File: src/rtl/gpu_pkg.sv
// Shared sizing constants and line-state encoding for the FMA write buffer.
package gpu_pkg;

    localparam int FMA_COUNT  = 2;
    localparam int WORD_WIDTH = 16;
    localparam int SLOTS      = 3;
    localparam int LINE_WIDTH = 96;

    localparam int BEAT_W = FMA_COUNT * WORD_WIDTH;
    localparam int CNT_W  = $clog2(SLOTS + 1);

    typedef enum logic [1:0] {
        EMPTY,
        FILLING,
        FULL
    } wbuf_state_e;

endpackage

File: src/rtl/fma_write_buffer_if.sv
// Bus between the FMA array / memory controller and the write buffer.
interface fma_write_buffer_if;
    import gpu_pkg::*;

    logic [BEAT_W-1:0]     fma_result_in;
    logic                  fma_valid_in;
    logic                  flush_in;
    logic                  read_ack_in;
    logic [LINE_WIDTH-1:0] write_buffer_read_out;
    logic                  write_buffer_valid_out;
    logic [CNT_W-1:0]      fill_count_out;
    logic                  overflow_out;

    modport master (
        output fma_result_in, fma_valid_in, flush_in, read_ack_in,
        input  write_buffer_read_out, write_buffer_valid_out, fill_count_out, overflow_out
    );

    modport slave (
        input  fma_result_in, fma_valid_in, flush_in, read_ack_in,
        output write_buffer_read_out, write_buffer_valid_out, fill_count_out, overflow_out
    );

endinterface

File: src/rtl/fma_write_buffer_bank.sv
// One line register with its slot counter, zero-fill on flush and an optional
// load path used to promote a back line into this bank.
module write_line_bank
    import gpu_pkg::*;
(
    input  logic                  clk_in,
    input  logic                  rst_in,
    input  logic                  wr_en,
    input  logic [BEAT_W-1:0]     wr_data,
    input  logic                  flush_en,
    input  logic                  release_en,
    input  logic                  load_en,
    input  wbuf_state_e           load_state,
    input  logic [CNT_W-1:0]      load_count,
    input  logic [LINE_WIDTH-1:0] load_line,
    output wbuf_state_e           state,
    output logic [CNT_W-1:0]      count,
    output logic [LINE_WIDTH-1:0] line
);

    wbuf_state_e           state_p0, state_n, state_b;
    logic [CNT_W-1:0]      cnt_p0, cnt_n, cnt_b, cnt_w;
    logic [LINE_WIDTH-1:0] line_p0, line_n, line_b;

    always_ff @(posedge clk_in or negedge rst_in) begin
        if (!rst_in) begin
            state_p0 <= EMPTY;
            cnt_p0   <= '0;
            line_p0  <= '0;
        end else begin
            state_p0 <= state_n;
            cnt_p0   <= cnt_n;
            line_p0  <= line_n;
        end
    end

    always_comb begin
        state_b = state_p0;
        cnt_b   = cnt_p0;
        line_b  = line_p0;
        // Released slots keep their old data until a new beat lands on them.
        if (load_en) begin
            state_b = load_state;
            cnt_b   = load_count;
            line_b  = load_line;
        end else if (release_en) begin
            state_b = EMPTY;
            cnt_b   = '0;
        end

        state_n = state_b;
        cnt_n   = cnt_b;
        line_n  = line_b;
        cnt_w   = cnt_b;
        if (state_b != FULL) begin
            if (wr_en) begin
                for (int s = 0; s < SLOTS; s++) begin
                    if (CNT_W'(s) == cnt_b) line_n[s*BEAT_W +: BEAT_W] = wr_data;
                end
                cnt_w = cnt_b + 1'b1;
            end
            if (cnt_w == CNT_W'(SLOTS) || (flush_en && cnt_w != '0)) begin
                for (int s = 0; s < SLOTS; s++) begin
                    if (CNT_W'(s) >= cnt_w) line_n[s*BEAT_W +: BEAT_W] = '0;
                end
                state_n = FULL;
                cnt_n   = '0;
            end else begin
                cnt_n   = cnt_w;
                state_n = (cnt_w != '0) ? FILLING : EMPTY;
            end
        end
    end

    assign state = state_p0;
    assign count = cnt_p0;
    assign line  = line_p0;

endmodule

File: src/rtl/fma_write_buffer.sv
// Packs FMA result beats into lines for memory. Optional back line for
// double buffering is enabled with FMA_WRITE_BUFFER_DOUBLE_EN.
module fma_write_buffer
    import gpu_pkg::*;
(
    input logic               clk_in,
    input logic               rst_in,
    fma_write_buffer_if.slave bus
);

    if (LINE_WIDTH != SLOTS * BEAT_W) begin : g_width_check
        $error("LINE_WIDTH must equal SLOTS*FMA_COUNT*WORD_WIDTH");
    end

    wbuf_state_e           f_state;
    logic [CNT_W-1:0]      f_count;
    logic [LINE_WIDTH-1:0] f_line;
    logic                  f_full, rel, f_base_full, drop, ovf_p0;
    logic                  f_load_en;
    wbuf_state_e           f_load_state;
    logic [CNT_W-1:0]      f_load_count;
    logic [LINE_WIDTH-1:0] f_load_line;

    assign f_full = (f_state == FULL);
    assign rel    = bus.read_ack_in & f_full;

`ifdef FMA_WRITE_BUFFER_DOUBLE_EN
    wbuf_state_e           b_state;
    logic [CNT_W-1:0]      b_count;
    logic [LINE_WIDTH-1:0] b_line;
    logic                  b_full, b_base_full;

    // f_base_full/b_base_full describe each bank after this cycle's release.
    assign b_full       = (b_state == FULL);
    assign f_load_en    = rel & (b_state != EMPTY);
    assign f_load_state = b_state;
    assign f_load_count = b_count;
    assign f_load_line  = b_line;
    assign f_base_full  = rel ? b_full : f_full;
    assign b_base_full  = b_full & ~rel;
    assign drop         = bus.fma_valid_in & f_base_full & b_base_full;

    write_line_bank u_back (
        .clk_in     (clk_in),
        .rst_in     (rst_in),
        .wr_en      (bus.fma_valid_in & f_base_full),
        .wr_data    (bus.fma_result_in),
        .flush_en   (bus.flush_in & f_base_full),
        .release_en (rel),
        .load_en    (1'b0),
        .load_state (EMPTY),
        .load_count ('0),
        .load_line  ('0),
        .state      (b_state),
        .count      (b_count),
        .line       (b_line)
    );

    assign bus.fill_count_out = f_full ? b_count : f_count;
`else
    assign f_load_en    = 1'b0;
    assign f_load_state = EMPTY;
    assign f_load_count = '0;
    assign f_load_line  = '0;
    assign f_base_full  = f_full & ~rel;
    assign drop         = bus.fma_valid_in & f_base_full;

    assign bus.fill_count_out = f_count;
`endif

    write_line_bank u_front (
        .clk_in     (clk_in),
        .rst_in     (rst_in),
        .wr_en      (bus.fma_valid_in & ~f_base_full),
        .wr_data    (bus.fma_result_in),
        .flush_en   (bus.flush_in & ~f_base_full),
        .release_en (rel),
        .load_en    (f_load_en),
        .load_state (f_load_state),
        .load_count (f_load_count),
        .load_line  (f_load_line),
        .state      (f_state),
        .count      (f_count),
        .line       (f_line)
    );

    always_ff @(posedge clk_in or negedge rst_in) begin
        if (!rst_in) ovf_p0 <= 1'b0;
        else if (drop) ovf_p0 <= 1'b1;
    end

    assign bus.write_buffer_read_out  = f_line;
    assign bus.write_buffer_valid_out = f_full;
    assign bus.overflow_out           = ovf_p0;

endmodule

File: src/flat_wrapper.sv
// flat-port wrapper written by rule: the top's interface ports become plain ports
module fma_write_buffer_flat import gpu_pkg::*;
  (clk_in, rst_in, bus_fma_result_in, bus_fma_valid_in, bus_flush_in, bus_read_ack_in, bus_write_buffer_read_out, bus_write_buffer_valid_out, bus_fill_count_out, bus_overflow_out);
  fma_write_buffer_if bus_i ();
  input logic clk_in;
  input logic rst_in;
  input wire logic [$bits(bus_i.fma_result_in)-1:0] bus_fma_result_in;
  input wire logic [$bits(bus_i.fma_valid_in)-1:0] bus_fma_valid_in;
  input wire logic [$bits(bus_i.flush_in)-1:0] bus_flush_in;
  input wire logic [$bits(bus_i.read_ack_in)-1:0] bus_read_ack_in;
  output wire logic [$bits(bus_i.write_buffer_read_out)-1:0] bus_write_buffer_read_out;
  output wire logic [$bits(bus_i.write_buffer_valid_out)-1:0] bus_write_buffer_valid_out;
  output wire logic [$bits(bus_i.fill_count_out)-1:0] bus_fill_count_out;
  output wire logic [$bits(bus_i.overflow_out)-1:0] bus_overflow_out;
  assign bus_i.fma_result_in = bus_fma_result_in;
  assign bus_i.fma_valid_in = bus_fma_valid_in;
  assign bus_i.flush_in = bus_flush_in;
  assign bus_i.read_ack_in = bus_read_ack_in;
  assign bus_write_buffer_read_out = bus_i.write_buffer_read_out;
  assign bus_write_buffer_valid_out = bus_i.write_buffer_valid_out;
  assign bus_fill_count_out = bus_i.fill_count_out;
  assign bus_overflow_out = bus_i.overflow_out;
  fma_write_buffer u_core (.clk_in(clk_in), .rst_in(rst_in), .bus(bus_i));
endmodule
File: config.mk
export PLATFORM = sky130hd
export DESIGN_NAME = fma_write_buffer_flat
export DESIGN_NICKNAME = d
export VERILOG_FILES = /design/src/rtl/gpu_pkg.sv /design/src/rtl/fma_write_buffer_if.sv /design/src/rtl/fma_write_buffer_bank.sv /design/src/rtl/fma_write_buffer.sv /design/src/flat_wrapper.sv
export SDC_FILE = /design/constraint.sdc
export NUM_CORES = 1
export LEC_CHECK = 0
export CORE_MARGIN = 5
export CORE_UTILIZATION = 30
export CTS_BUF_LIST = sky130_fd_sc_hd__clkbuf_4
export DETAILED_ROUTE_END_ITERATION = 12
export DONT_BUFFER_PORTS = 1
export PLACE_DENSITY = 0.49
export REMOVE_ABC_BUFFERS = 1
export SYNTH_ARGS = -nofsm -noshare
export SYNTH_HDL_FRONTEND = slang
export SYNTH_SLANG_ARGS = --single-unit
File: constraint.sdc
create_clock -name clk_in -period 3.22 [get_ports clk_in]
set_clock_uncertainty 0.15 [all_clocks]
set_input_delay 0.483 -clock clk_in [delete_from_list [all_inputs] [get_ports clk_in]]
set_output_delay 0.483 -clock clk_in [all_outputs]
set_load 0.02 [all_outputs]
==> metrics.txt, run 1 <==
# TYPE chip_impl_metric gauge
chip_impl_metric{name="initial_utilization",unit=""} 0.307
chip_impl_info{name="cts_tree",value="done"} 1
chip_impl_metric{name="fill_cells",unit=""} 1419
chip_impl_metric{name="grt_util_all_layers",unit=""} 0.134
chip_impl_metric{name="number_of_remaining_drc_errors",unit=""} 0
chip_impl_metric{name="drt-pass1-iter-count",unit=""} 4
chip_impl_info{name="crit_path_start_kind",value="flop"} 1
chip_impl_info{name="netlist.top_cell.by_area",value="dfrtp_1"} 1
chip_impl_metric{name="number_of_buffers_created_by_cts",unit=""} 9
chip_impl_metric{name="worstSkewPairLatency",unit="ns"} 0.46
chip_impl_metric{name="synthesis.yosys.warnings",unit=""} 0
chip_impl_metric{name="post_drt_via_cell_ratio",unit=""} 4.83
chip_impl_metric{name="grt_start_max_net_pins",unit=""} 102
chip_impl_metric{name="ios",unit=""} 137
chip_impl_info{name="timing.setup.critical_path_class",value="reg2reg"} 1
chip_impl_metric{name="regToRegSetupSlack",unit="ns"} 0.53
chip_impl_metric{name="grt_pass1_vias",unit=""} 3066
chip_impl_metric{name="report.final.hold_viol_count",unit=""} 0
chip_impl_info{name="synth_top_flop_cell",value="dfrtp_1"} 1
chip_impl_metric{name="fp.dieArea",unit="mm^2"} 0.0168
chip_impl_metric{name="cts-resized-gates",unit=""} 0
chip_impl_metric{name="final.period_utilization",unit=""} 0.834
chip_impl_info{name="timing.hold.worst_endpoint",value="u_core.u_front.line[84]"} 1
chip_impl_metric{name="cp_data_required_time",unit="ns"} 3.45
chip_impl_info{name="root_buffer",value="clkbuf_4"} 1
chip_impl_info{name="hold_path_class",value="in2reg"} 1
chip_impl_metric{name="grt-ovfl-total",unit=""} 0
chip_impl_metric{name="post-route-cell-area",unit="mm^2"} 0.00496
chip_impl_metric{name="total_leakage_power",unit="nW"} 2.36
chip_impl_info{name="r2r-end",value="u_core.u_front.state[0]"} 1
chip_impl_metric{name="stdcell_count",unit=""} 568
chip_impl_metric{name="hold_depth",unit=""} 2
chip_impl_metric{name="ys_seq_elements",unit=""} 101
chip_impl_metric{name="post_synth_fa_ha_maj_area_fraction",unit=""} 0.00873
chip_impl_metric{name="met3_layer_usage_reported_by_global_route",unit=""} 0.0536
chip_impl_metric{name="clkSinkCount",unit=""} 101
chip_impl_metric{name="period_needed",unit="ns"} 2.69
chip_impl_metric{name="worst_slew_pin_slew",unit="ns"} 0.992
chip_impl_metric{name="cp_max_fo",unit=""} 33
chip_impl_info{name="grt_setup_unrepaired",value="false"} 1
chip_impl_metric{name="syn_to_final_growth",unit="%"} 15.4
chip_impl_metric{name="yosys.cell_types.count",unit=""} 29
chip_impl_metric{name="synth_async_sr_flop_share",unit=""} 1.00
chip_impl_metric{name="fp.dieH",unit="um"} 130
chip_impl_metric{name="synth-xor-area-share",unit=""} 0.00640
chip_impl_metric{name="grt_first_pass_wirelength",unit="um"} 17200
chip_impl_metric{name="wl_per_cell",unit="um"} 19.3
chip_impl_metric{name="buffer_ports.inserted",unit=""} 0
chip_impl_metric{name="cells_on_worst_reg2reg_path",unit=""} 8
chip_impl_metric{name="global_route.usage.met1",unit=""} 0.158
chip_impl_metric{name="wl",unit="um"} 11000
chip_impl_metric{name="grtUsageMet2",unit=""} 0.217
chip_impl_metric{name="post_cts.repair.setup_buffers",unit=""} 0
chip_impl_info{name="worst_r2r_startpoint",value="u_core.u_front.state[1]"} 1
chip_impl_metric{name="slew_headroom",unit=""} 0.339
chip_impl_metric{name="number_of_enable_flip_flop_cells_after_synthesis",unit=""} 0
chip_impl_metric{name="initial_drc_count",unit=""} 86
chip_impl_metric{name="number_of_antenna_violations_at_the_first_check_in_global_routing",unit=""} 0
chip_impl_metric{name="drive_gt1_frac",unit=""} 0.247
chip_impl_metric{name="postSynthCellCount",unit=""} 350
chip_impl_metric{name="yosysSeqAreaShare",unit=""} 0.588
chip_impl_metric{name="power.total",unit="mW"} 4.40
chip_impl_metric{name="std_cell_rows",unit=""} 43
chip_impl_metric{name="number_of_nets_with_antenna_violations_after_detailed_routing",unit=""} 0
chip_impl_metric{name="drv_cap",unit=""} 0
chip_impl_metric{name="h_tree_depth_reported_by_cts",unit=""} 3
chip_impl_metric{name="power.ir.vdd_worst",unit="V"} 0.000296
chip_impl_metric{name="worst-endpoint-arrival",unit="ns"} 2.92
chip_impl_metric{name="clkSlewWorstSetupHoldPaths",unit="ns"} 0.14
chip_impl_metric{name="drv_slew",unit=""} 0
chip_impl_metric{name="fmax_achieved",unit="GHz"} 0.372
chip_impl_metric{name="fp.dieW",unit="um"} 130
chip_impl_info{name="grt.busiest_layer",value="met2"} 1
chip_impl_info{name="outcome",value="complete, no violations"} 1
chip_impl_info{name="critPathLaunch",value="u_core.u_front.state[1]"} 1
chip_impl_metric{name="route.vias.total",unit=""} 2741
chip_impl_metric{name="share_of_synthesized_cell_area_in_and_or_nand_and_nor_gates",unit=""} 0.0800
chip_impl_metric{name="place.detailed.hpwl",unit="um"} 7130
chip_impl_info{name="synth_top_family_by_area",value="multiplexers"} 1
chip_impl_info{name="synth_area_leaders",value="dfrtp_1, mux2_2, mux2i_1"} 1
chip_impl_info{name="min-delay-start",value="bus_fma_result_in[20]"} 1
chip_impl_metric{name="antenna_cells_inserted",unit=""} 0
chip_impl_metric{name="p_per_area",unit="mW/mm^2"} 886
chip_impl_metric{name="design.core.area",unit="mm^2"} 0.0140
chip_impl_metric{name="gp_weighted_congestion",unit=""} 0.685
chip_impl_metric{name="final_setup_violations",unit=""} 0
chip_impl_metric{name="yosys.area.top_type_share",unit=""} 0.588
chip_impl_metric{name="netlist_area",unit="mm^2"} 0.00430
chip_impl_info{name="critical_path.endpoint_type",value="flop"} 1
chip_impl_metric{name="fin_hold_ws",unit="ns"} 0.0609
chip_impl_metric{name="finish.net_count",unit=""} 424
chip_impl_metric{name="clk_path_buf_depth",unit=""} 2
chip_impl_metric{name="muxShareOfSynthArea",unit=""} 0.158
chip_impl_metric{name="holdBufCountCts",unit=""} 36
chip_impl_metric{name="syn_avg_cell_area",unit="um^2"} 12.3
chip_impl_metric{name="synth_compound_gate_area_share",unit=""} 0.122
chip_impl_metric{name="postPlaceCellArea",unit="mm^2"} 0.00449
chip_impl_metric{name="placed_cells_incl_taps",unit=""} 517
-- registers in the layout, summed over array words and instances (netlist names) --
| register | count |
|---|---|
| u_core.u_front.state | 2 |
| u_core.bus.overflow_out | 1 |
| u_core.u_front.count | 2 |
| u_core.u_front.line | 96 |
-- report_power, final --
group          internal [mW]  switching (mW)  total [mW]
logic                  0.586           0.731        1.32
clock network          0.165           0.408       0.572
registers               1.68           0.827        2.51
-- cells in the mapped netlist, types with 2 or more instances --
library cell	number
a21o_1	2
a21oi_1	35
a21oi_2	30
buf_2	6
buf_4	3
buf_6	5
clkbuf_1	10
dfrtp_1	101
ha_1	3
inv_1	2
mux2_2	32
mux2i_1	32
nand2_1	70
nor2_1	2
nor2b_1	2
o21bai_1	2
-- cells by family after synthesis --
logic type                 after synthesis
xor gates and xnor gates                 1
buffers and inverters                   27
adders and majority gates                3
muxes                                   64
and+or+nand+nor                         81
AOI/OAI and AO/OA                       73
DFF                                    101
-- stage by stage --
step | setup slack [ns] | util | TNS (ns)
floorplan | -0.0264 | - | -0.0528
detailed placement | 0.527 | 0.321 | 0
global route | 0.302 | 0.355 | 0
finish | 0.534 | 0.355 | 0
CTS | 0.497 | 0.355 | 0
global placement | 0.626 | 0.321 | 0
-- layout make-up --
| cell class | count | area [um^2] | share of cell area |
|---|---|---|---|
| multi-input cells | 222 | 1620 | 0.327 |
| repair buffers | 48 | 480 | 0.0968 |
| clock inverters | 4 | 16.3 | 0.00328 |
| clock buffers | 11 | 82.6 | 0.0166 |
| well taps | 180 | 225 | 0.0454 |
| inverters | 2 | 7.51 | 0.00151 |
| flip-flops and latches | 101 | 2530 | 0.509 |
-- routing by layer --
| layer | up-vias | wire length, um |
|---|---|---|
| met5 | - | 0 |
| li1 | 1257 | - |
| met4 | 0 | 202 |
| met2 | 87 | 5340 |
| met3 | 13 | 1020 |
| met1 | 1384 | 4390 |
-- layout by cell type (no fill, tap or decap) --
cell,count
dfrtp_1,101
nand2_1,68
a21oi_1,35
dlygate4sd3_1,35
mux2_2,32
mux2i_1,32
a21oi_2,30
clkbuf_4,11
buf_4,11
ha_1,3
clkinv_1,3
inv_1,2
nor2b_2,2
o21bai_1,2
nor2_1,2
a21o_1,2
nand2_2,2
nor2b_1,1
nor3b_4,1
nand3b_1,1
o221a_4,1
a22oi_4,1
xnor2_4,1
nor3b_1,1
a22o_1,1
o21a_1,1
nor4_1,1
and2_1,1
and3_2,1
clkinv_2,1
buf_16,1
buf_12,1
-- worst max path at each step --
stage	to	cells past startpoint	slack (ns)
4_1_cts	u_core.u_front.state[0]	8	0.50
2_1_floorplan	u_core.u_front.line[32]	4	-0.03
3_3_place_gp	u_core.u_front.state[0]	8	0.63
3_5_place_dp	u_core.u_front.state[0]	8	0.53
6_report	u_core.u_front.state[0]	8	0.53
5_1_grt	u_core.u_front.state[0]	8	0.30
-- worst max-delay path, cell delays in order, from the launching register on --
cell and delay, ns:
dfrtp_1 0.40, nor2b_1 0.13, buf_4 0.16, nand2_1 0.12, nand2_1 0.11, ha_1 0.37
a22oi_4 0.12, xnor2_4 0.79, nor3b_1 0.26
Note: power is estimated with default switching activity, not from simulation.
==> run 2: changes to the inputs <==
--- a/config.mk
+++ b/config.mk
@@ -5,12 +5,13 @@
 export SDC_FILE = /design/constraint.sdc
 export NUM_CORES = 1
 export LEC_CHECK = 0
+export ABC_AREA = 1
 export CORE_MARGIN = 5
 export CORE_UTILIZATION = 30
 export CTS_BUF_LIST = sky130_fd_sc_hd__clkbuf_4
 export DETAILED_ROUTE_END_ITERATION = 12
 export DONT_BUFFER_PORTS = 1
-export PLACE_DENSITY = 0.49
+export PLACE_DENSITY = 0.5
 export REMOVE_ABC_BUFFERS = 1
 export SYNTH_ARGS = -nofsm -noshare
 export SYNTH_HDL_FRONTEND = slang
==> constraint.sdc (replaced) <==
create_clock -name clk_in -period 2.2 [get_ports clk_in]
set_clock_uncertainty 0.15 [all_clocks]
set_input_delay 0.33 -clock clk_in [delete_from_list [all_inputs] [get_ports clk_in]]
set_output_delay 0.33 -clock clk_in [all_outputs]
set_load 0.02 [all_outputs]
==> run 2 against run 1 <==
  * Count of clock-buffer cells in the layout is 2 lower
  * Sequential power is 49% higher
  * Fmax is 30% higher
  * The run now ends with hold timing left
  * Worst hold slack worse by 0.67 ns
  * Total power is 48% higher
  * Core utilization is 0.064 points higher
  * First-iteration DRC count is 37% higher
  * Via count is 22% higher
  * Cell area is 8.9% higher
  * Synthesized cell count is 50% higher
  * Sequential share of layout area is 4.1 points lower
==> metrics.txt, run 2 <==
# TYPE chip_impl_metric gauge
chip_impl_info{name="outcome",value="complete, but fails checks"} 1
chip_impl_info{name="failed_checks",value="hold timing"} 1
chip_impl_metric{name="holdBufCountCts",unit=""} 35
chip_impl_info{name="critical_path.endpoint_type",value="flop"} 1
chip_impl_metric{name="syn_avg_cell_area",unit="um^2"} 8.81
chip_impl_metric{name="p_per_area",unit="mW/mm^2"} 1200
chip_impl_metric{name="slew_headroom",unit=""} 0.697
chip_impl_metric{name="wl",unit="um"} 11400
chip_impl_info{name="netlist.top_cell.by_area",value="dfrtp_1"} 1
chip_impl_metric{name="placed_cells_incl_taps",unit=""} 704
chip_impl_metric{name="ios",unit=""} 137
chip_impl_metric{name="design.core.area",unit="mm^2"} 0.0152
chip_impl_metric{name="fp.dieH",unit="um"} 134
chip_impl_metric{name="fin_hold_ws",unit="ns"} -0.612
chip_impl_metric{name="drv_cap",unit=""} 0
chip_impl_metric{name="number_of_enable_flip_flop_cells_after_synthesis",unit=""} 0
chip_impl_metric{name="post_drt_via_cell_ratio",unit=""} 4.45
chip_impl_metric{name="route.vias.total",unit=""} 3357
chip_impl_metric{name="number_of_buffers_created_by_cts",unit=""} 9
chip_impl_info{name="timing.setup.critical_path_class",value="reg2reg"} 1
chip_impl_metric{name="yosys.cell_types.count",unit=""} 26
chip_impl_metric{name="postSynthCellCount",unit=""} 526
chip_impl_metric{name="netlist_area",unit="mm^2"} 0.00464
chip_impl_metric{name="drt-pass1-iter-count",unit=""} 4
chip_impl_metric{name="total_leakage_power",unit="nW"} 3.00
chip_impl_metric{name="global_route.usage.met1",unit=""} 0.158
chip_impl_info{name="grt_setup_unrepaired",value="false"} 1
chip_impl_metric{name="fp.dieArea",unit="mm^2"} 0.0180
chip_impl_metric{name="syn_to_final_growth",unit="%"} 16.6
chip_impl_metric{name="std_cell_rows",unit=""} 45
chip_impl_info{name="grt.busiest_layer",value="met2"} 1
chip_impl_metric{name="post-route-util",unit=""} 0.355
chip_impl_metric{name="wl_per_cell",unit="um"} 15.2
chip_impl_metric{name="worstSkewPairLatency",unit="ns"} 0.45
chip_impl_metric{name="number_of_antenna_violations_at_the_first_check_in_global_routing",unit=""} 0
chip_impl_info{name="crit_path_start_kind",value="flop"} 1
chip_impl_metric{name="fmax_achieved",unit="GHz"} 0.486
chip_impl_metric{name="final.period_utilization",unit=""} 0.936
chip_impl_metric{name="number_of_nets_with_antenna_violations_after_detailed_routing",unit=""} 0
chip_impl_metric{name="ys_seq_elements",unit=""} 101
chip_impl_metric{name="h_tree_depth_reported_by_cts",unit=""} 3
chip_impl_metric{name="antenna_cells_inserted",unit=""} 0
chip_impl_metric{name="clkSinkCount",unit=""} 101
chip_impl_metric{name="number_of_remaining_drc_errors",unit=""} 0
chip_impl_metric{name="worst_slew_pin_slew",unit="ns"} 0.452
chip_impl_metric{name="met3_layer_usage_reported_by_global_route",unit=""} 0.0499
chip_impl_metric{name="cp_max_fo",unit=""} 14
chip_impl_info{name="cts_tree",value="done"} 1
chip_impl_metric{name="period_needed",unit="ns"} 2.06
chip_impl_metric{name="clkSlewWorstSetupHoldPaths",unit="ns"} 0.15
chip_impl_metric{name="drive_gt1_frac",unit=""} 0.171
chip_impl_metric{name="report.final.hold_viol_count",unit=""} 101
chip_impl_metric{name="grt_start_max_net_pins",unit=""} 102
chip_impl_metric{name="drv_slew",unit=""} 0
chip_impl_info{name="root_buffer",value="clkbuf_4"} 1
chip_impl_metric{name="yosys.area.top_type_share",unit=""} 0.545
chip_impl_metric{name="fill_cells",unit=""} 1579
chip_impl_info{name="hold_path_class",value="in2async"} 1
chip_impl_metric{name="place.detailed.hpwl",unit="um"} 8050
chip_impl_metric{name="finish.net_count",unit=""} 602
chip_impl_metric{name="grtUsageMet2",unit=""} 0.205
chip_impl_info{name="synth.cells.most_frequent",value="nand2_1, dfrtp_1, inv_1, nor2_1, o21ai_0"} 1
chip_impl_info{name="yosysMostFrequentCell",value="nand2_1"} 1
chip_impl_metric{name="clk_path_buf_depth",unit=""} 2
chip_impl_metric{name="final_setup_violations",unit=""} 0
chip_impl_metric{name="grt_pass1_vias",unit=""} 3160
chip_impl_info{name="layout_common_cells",value="nand2_1, dfrtp_1, inv_1"} 1
chip_impl_info{name="synth_top_flop_cell",value="dfrtp_1"} 1
chip_impl_info{name="synth_area_leaders",value="dfrtp_1, nand2_1, inv_1"} 1
chip_impl_metric{name="cp_data_required_time",unit="ns"} 2.42
chip_impl_metric{name="initial_drc_count",unit=""} 118
chip_impl_metric{name="gp_weighted_congestion",unit=""} 0.702
chip_impl_metric{name="synthesis.yosys.warnings",unit=""} 0
chip_impl_metric{name="grt_util_all_layers",unit=""} 0.127
chip_impl_metric{name="fp.dieW",unit="um"} 134
chip_impl_metric{name="synth_async_sr_flop_share",unit=""} 1.00
chip_impl_metric{name="initial_utilization",unit=""} 0.305
chip_impl_metric{name="power.ir.vdd_worst",unit="V"} 0.000405
chip_impl_metric{name="worst-endpoint-arrival",unit="ns"} 2.28
chip_impl_metric{name="yosysSeqAreaShare",unit=""} 0.545
chip_impl_metric{name="stdcell_count",unit=""} 755
chip_impl_info{name="mostFrequentLayoutCell",value="nand2_1"} 1
chip_impl_metric{name="grt-ovfl-total",unit=""} 0
chip_impl_metric{name="largest_register_ffs",unit=""} 96
chip_impl_metric{name="grt_first_pass_wirelength",unit="um"} 18000
chip_impl_metric{name="buffer_ports.inserted",unit=""} 0
run 2: cell count changes after synthesis, sizes merged, moves of 4 or more:
cell / delta
o21ai: +35
inv: +105
clkbuf: -4
mux2i: -32
nor2: +34
a21oi: -33
nand3: +8
buf: +4
nand2: +74
run 2: area by class of cell:
cell class / count / area, um^2 / area share
Sequential cell: 101 / 2530 / 0.468
Tap cell: 188 / 235 / 0.0435
Timing Repair Buffer: 50 / 517 / 0.0956
Clock buffer: 9 / 67.6 / 0.0125
Clock inverter: 7 / 90.1 / 0.0167
Inverter: 107 / 402 / 0.0743
Multi-Input combinational cell: 293 / 1570 / 0.290
run 2: timing repair:
action | 4_1_cts | 5_1_grt
setup endpoints to repair | 0 | 44
resized for setup | 0 | 2
hold endpoints to repair | 202 | 101
setup buffers | 0 | 0
run 2: metrics by stage:
stage	total power, mW	TNS, ns	cell area (um^2)	setup slack, ns
detailed placement	5.44	0	4890	0.108
global route	6.95	0	5400	0.00913
global placement	5.36	0	4890	0.212
finish	6.48	0	5400	0.142
CTS	6.63	0	5400	0.0507
floorplan	4.80	-2.69	4490	-0.0906
run 2: logic make-up (layout without fill, tap and decap cells):
| logic type | Yosys count | in the layout | synth area share |
|---|---|---|---|
| AO/OA/AOI/OAI | 68 | 68 | 0.0740 |
| adder cells (fa/ha/maj) | 3 | 3 | 0.00810 |
| buffers and inverters | 132 | 173 | 0.119 |
| flip-flops | 101 | 101 | 0.545 |
| multiplexers | 32 | 32 | 0.0777 |
| AND/OR/NAND/NOR | 190 | 190 | 0.176 |
run 2: path summary, 6_finish.rpt:
kind / start / to / slack, ns / depth (start not counted)
max in group asynchronous: rst_in / u_core.u_front.line[62] / 2.32 / 0
min: rst_in / u_core.u_front.line[89] / -0.61 / 0
min reg2reg: u_core.bus.overflow_out / u_core.bus.overflow_out / 0.47 / 1
min in group clk_in: bus_fma_valid_in / u_core.u_front.count[1] / 0.09 / 4
max: u_core.u_front.state[1] / u_core.u_front.line[94] / 0.14 / 10
max reg2reg: u_core.u_front.state[1] / u_core.u_front.line[94] / 0.14 / 10
run 2: critical path: stages, from the launching register on:
cell	delay [ns]
dfrtp_1	0.45
nand3_1	0.13
nand2_1	0.14
ha_1	0.35
nand3_1	0.09
nand2_1	0.09
nand2_2	0.12
nand3_4	0.16
buf_12	0.19
nand2_1	0.07
inv_2	0.03
run 2: report_power, final:
part           internal (mW)  switching, mW  leakage [nW]
clock                  0.455          0.621        0.0817
combinational          0.739          0.943          1.61
sequential              2.48           1.25          1.31
total                   3.68           2.81          3.00
run 2: layer usage:
metal  share of wire  routed length [um]
met5               0                   0
met2            0.49                5550
met1            0.43                4880
met3           0.076                 866
met4           0.013                 148
==> run 3: changes to the inputs <==
--- a/config.mk
+++ b/config.mk
@@ -11,7 +11,8 @@
 export CTS_BUF_LIST = sky130_fd_sc_hd__clkbuf_4
 export DETAILED_ROUTE_END_ITERATION = 12
 export DONT_BUFFER_PORTS = 1
-export PLACE_DENSITY = 0.5
+export MAX_ROUTING_LAYER = met4
+export PLACE_DENSITY = 0.49
 export REMOVE_ABC_BUFFERS = 1
 export SYNTH_ARGS = -nofsm -noshare
 export SYNTH_HDL_FRONTEND = slang
==> constraint.sdc (replaced) <==
create_clock -name clk_in -period 2 [get_ports clk_in]
set_clock_uncertainty 0.15 [all_clocks]
set_input_delay 0.3 -clock clk_in [delete_from_list [all_inputs] [get_ports clk_in]]
set_output_delay 0.3 -clock clk_in [all_outputs]
set_load 0.02 [all_outputs]
==> run 3 against run 2 <==
  * Die area unchanged
  * Non-clock buffer count rose by 12
  * Register-to-register slack worse by 0.06 ns
  * Critical path depth rose by 1
  * Total power rose by 8.7%
  * Sequential share of layout area down 1.4 points
  * Sequential power increased by 9.9%
  * Core utilization grew 1.1 points
  * Routed wire length rose by 0.77%
  * Highest routed layer unchanged
  * Cell count increased by 1.6%
  * Clock power is 16% lower
  * Sequential cell count is the same
  * The flow still finishes with violations (hold timing)
==> metrics.txt, run 3 (synthesis results as in run 2) <==
# TYPE chip_impl_metric gauge
chip_impl_metric{name="fin_hold_ws",unit="ns"} -0.643
chip_impl_info{name="cts_tree",value="done"} 1
chip_impl_metric{name="finish.net_count",unit=""} 614
chip_impl_metric{name="number_of_buffers_created_by_cts",unit=""} 9
chip_impl_info{name="crit_path_cell_trace",value="inv_2, nand3_4, nand2_4, ha_1, nand3_1, nand2_1, nand2_2, nand3_4, buf_12, nand2_1, inv_1"} 1
chip_impl_metric{name="wl",unit="um"} 11500
chip_impl_metric{name="design.core.area",unit="mm^2"} 0.0152
chip_impl_metric{name="gp_weighted_congestion",unit=""} 0.762
chip_impl_metric{name="largest_register_ffs",unit=""} 96
chip_impl_metric{name="h_tree_depth_reported_by_cts",unit=""} 3
chip_impl_info{name="failed_checks",value="hold timing"} 1
chip_impl_metric{name="fp.dieArea",unit="mm^2"} 0.0180
chip_impl_metric{name="setup_ws",unit="ns"} 0.0821
chip_impl_metric{name="met3_layer_usage_reported_by_global_route",unit=""} 0.0491
chip_impl_metric{name="syn_to_final_growth",unit="%"} 20.1
chip_impl_metric{name="final.setup.tns",unit="ns"} 0
chip_impl_metric{name="report.final.hold_viol_count",unit=""} 101
chip_impl_metric{name="worst_slew_pin_slew",unit="ns"} 0.485
chip_impl_metric{name="crit_path_largest_cell_delay",unit="ns"} 0.41
chip_impl_metric{name="power.ir.vdd_worst",unit="V"} 0.000526
chip_impl_info{name="critical-path-slowest-cell",value="dfrtp_1"} 1
chip_impl_metric{name="number_of_remaining_drc_errors",unit=""} 0
chip_impl_metric{name="holdBufCountCts",unit=""} 35
chip_impl_info{name="mostFrequentLayoutCell",value="nand2_1"} 1
chip_impl_metric{name="grtUsageMet2",unit=""} 0.198
chip_impl_metric{name="drive_gt1_frac",unit=""} 0.189
chip_impl_info{name="root_buffer",value="clkbuf_4"} 1
chip_impl_info{name="outcome",value="complete, but fails checks"} 1
chip_impl_metric{name="route.vias.total",unit=""} 3326
chip_impl_metric{name="slew_headroom",unit=""} 0.676
chip_impl_metric{name="stdcell_count",unit=""} 767
chip_impl_metric{name="initial_utilization",unit=""} 0.305
chip_impl_metric{name="number_of_nets_with_antenna_violations_after_detailed_routing",unit=""} 0
chip_impl_info{name="crit_path_start_kind",value="flop"} 1
chip_impl_metric{name="post_drt_via_cell_ratio",unit=""} 4.34
chip_impl_metric{name="grt_util_all_layers",unit=""} 0.132
chip_impl_metric{name="cp_max_fo",unit=""} 14
chip_impl_metric{name="ios",unit=""} 137
chip_impl_metric{name="final.period_utilization",unit=""} 0.959
chip_impl_info{name="layout_common_cells",value="nand2_1, dfrtp_1, inv_1"} 1
chip_impl_metric{name="buffer_ports.inserted",unit=""} 0
chip_impl_metric{name="wl_per_cell",unit="um"} 15.0
chip_impl_metric{name="std_cell_rows",unit=""} 45
chip_impl_metric{name="dp_slack",unit="ns"} 0.00805
chip_impl_info{name="timing.setup.critical_path_class",value="reg2reg"} 1
chip_impl_metric{name="p_per_area",unit="mW/mm^2"} 1270
chip_impl_info{name="hold_path_class",value="in2async"} 1
chip_impl_metric{name="worstSkewPairLatency",unit="ns"} 0.47
chip_impl_metric{name="grt-ovfl-total",unit=""} 0
chip_impl_metric{name="drv_cap",unit=""} 0
chip_impl_metric{name="clkSlewWorstSetupHoldPaths",unit="ns"} 0.14
chip_impl_info{name="critical_path.endpoint_type",value="flop"} 1
chip_impl_metric{name="fmax_achieved",unit="GHz"} 0.521
chip_impl_metric{name="clkSinkCount",unit=""} 101
chip_impl_metric{name="place.detailed.hpwl",unit="um"} 8000
chip_impl_metric{name="global_route.usage.met1",unit=""} 0.160
chip_impl_metric{name="drt-pass1-iter-count",unit=""} 4
chip_impl_info{name="grt_setup_unrepaired",value="true"} 1
chip_impl_metric{name="post-route-util",unit=""} 0.366
chip_impl_metric{name="final_setup_violations",unit=""} 0
chip_impl_metric{name="grt_pass1_vias",unit=""} 3221
chip_impl_metric{name="grt_start_max_net_pins",unit=""} 102
chip_impl_metric{name="drv_slew",unit=""} 0
chip_impl_metric{name="worst-endpoint-arrival",unit="ns"} 2.14
chip_impl_metric{name="grt_first_pass_wirelength",unit="um"} 17800
chip_impl_info{name="grt.busiest_layer",value="met2"} 1
chip_impl_metric{name="clk_path_buf_depth",unit=""} 2
chip_impl_metric{name="period_needed",unit="ns"} 1.92
chip_impl_metric{name="cp_data_required_time",unit="ns"} 2.22
chip_impl_metric{name="placed_cells_incl_taps",unit=""} 709
chip_impl_metric{name="number_of_antenna_violations_at_the_first_check_in_global_routing",unit=""} 0
chip_impl_metric{name="total_leakage_power",unit="nW"} 3.07
chip_impl_metric{name="initial_drc_count",unit=""} 159
chip_impl_metric{name="fp.dieW",unit="um"} 134
chip_impl_metric{name="fp.dieH",unit="um"} 134
run 3: cell types whose count changed in the layout (fill, tap and decap cells not counted), moves of 3 or more:
cell      delta
buf_12       +4
o21ai_1      +4
buf_4        +5
clkinv_1     +3
o21ai_0      -4
run 3: repair_timing:
| item | 4_1_cts | 5_1_grt |
|---|---|---|
| endpoints found under the hold margin | 202 | 102 |
| setup buffers | 0 | 6 |
| resized for setup | 1 | 20 |
| endpoints found under the setup margin | 17 | 67 |
| pin swaps | 0 | 5 |
| gates cloned | 0 | 1 |
run 3: report_power, final:
part / internal (mW) / leakage, nW / switching, mW
combinational: 0.937 / 1.70 / 1.10
sequential: 2.73 / 1.31 / 1.37
clock: 0.265 / 0.0592 / 0.645
run 3: metrics by stage:
stage | area, um^2 | total power, mW
3_5_place_dp | 4960 | 6.02
2_1_floorplan | 4490 | 5.28
4_1_cts | 5420 | 7.05
5_1_grt | 5560 | 7.58
3_3_place_gp | 4960 | 5.95
6_report | 5570 | 7.05
run 3: cell type report:
type	count	area, um^2
timing repair buffer	62	682
multi-input combinational	293	1620
fill	1562	9640
inverter	107	402
tap	188	235
clock buffer	11	82.6
sequential	101	2530
clock inverter	4	16.3
antenna	1	2.50
run 3: per-layer routing:
metal  share of wire  vias up
met2            0.45       96
li1                -     1673
met4           0.018        0
met3           0.081       14
met1            0.45     1543
met5               0        -
run 3: critical path: cells and delay by family (launching register included):
family | cells | cell delay [ns]
flip-flops | 1 | 0.41
AND/OR/NAND/NOR | 7 | 0.69
buffers and inverters | 3 | 0.30
adder cells (fa/ha/maj) | 1 | 0.27
run 3: final timing paths:
check                                   startpoint                       to  slack [ns]  cells past startpoint
max                        u_core.u_front.state[0]  u_core.u_front.line[79]        0.08                     11
min                                         rst_in  u_core.u_front.line[62]       -0.64                      0
max reg2reg                u_core.u_front.state[0]  u_core.u_front.line[79]        0.08                     11
min reg2reg                u_core.bus.overflow_out  u_core.bus.overflow_out        0.48                      1
max in group asynchronous                   rst_in  u_core.u_front.line[72]        2.19                      0
min in group clk_in               bus_fma_valid_in  u_core.u_front.line[45]        0.01                      5
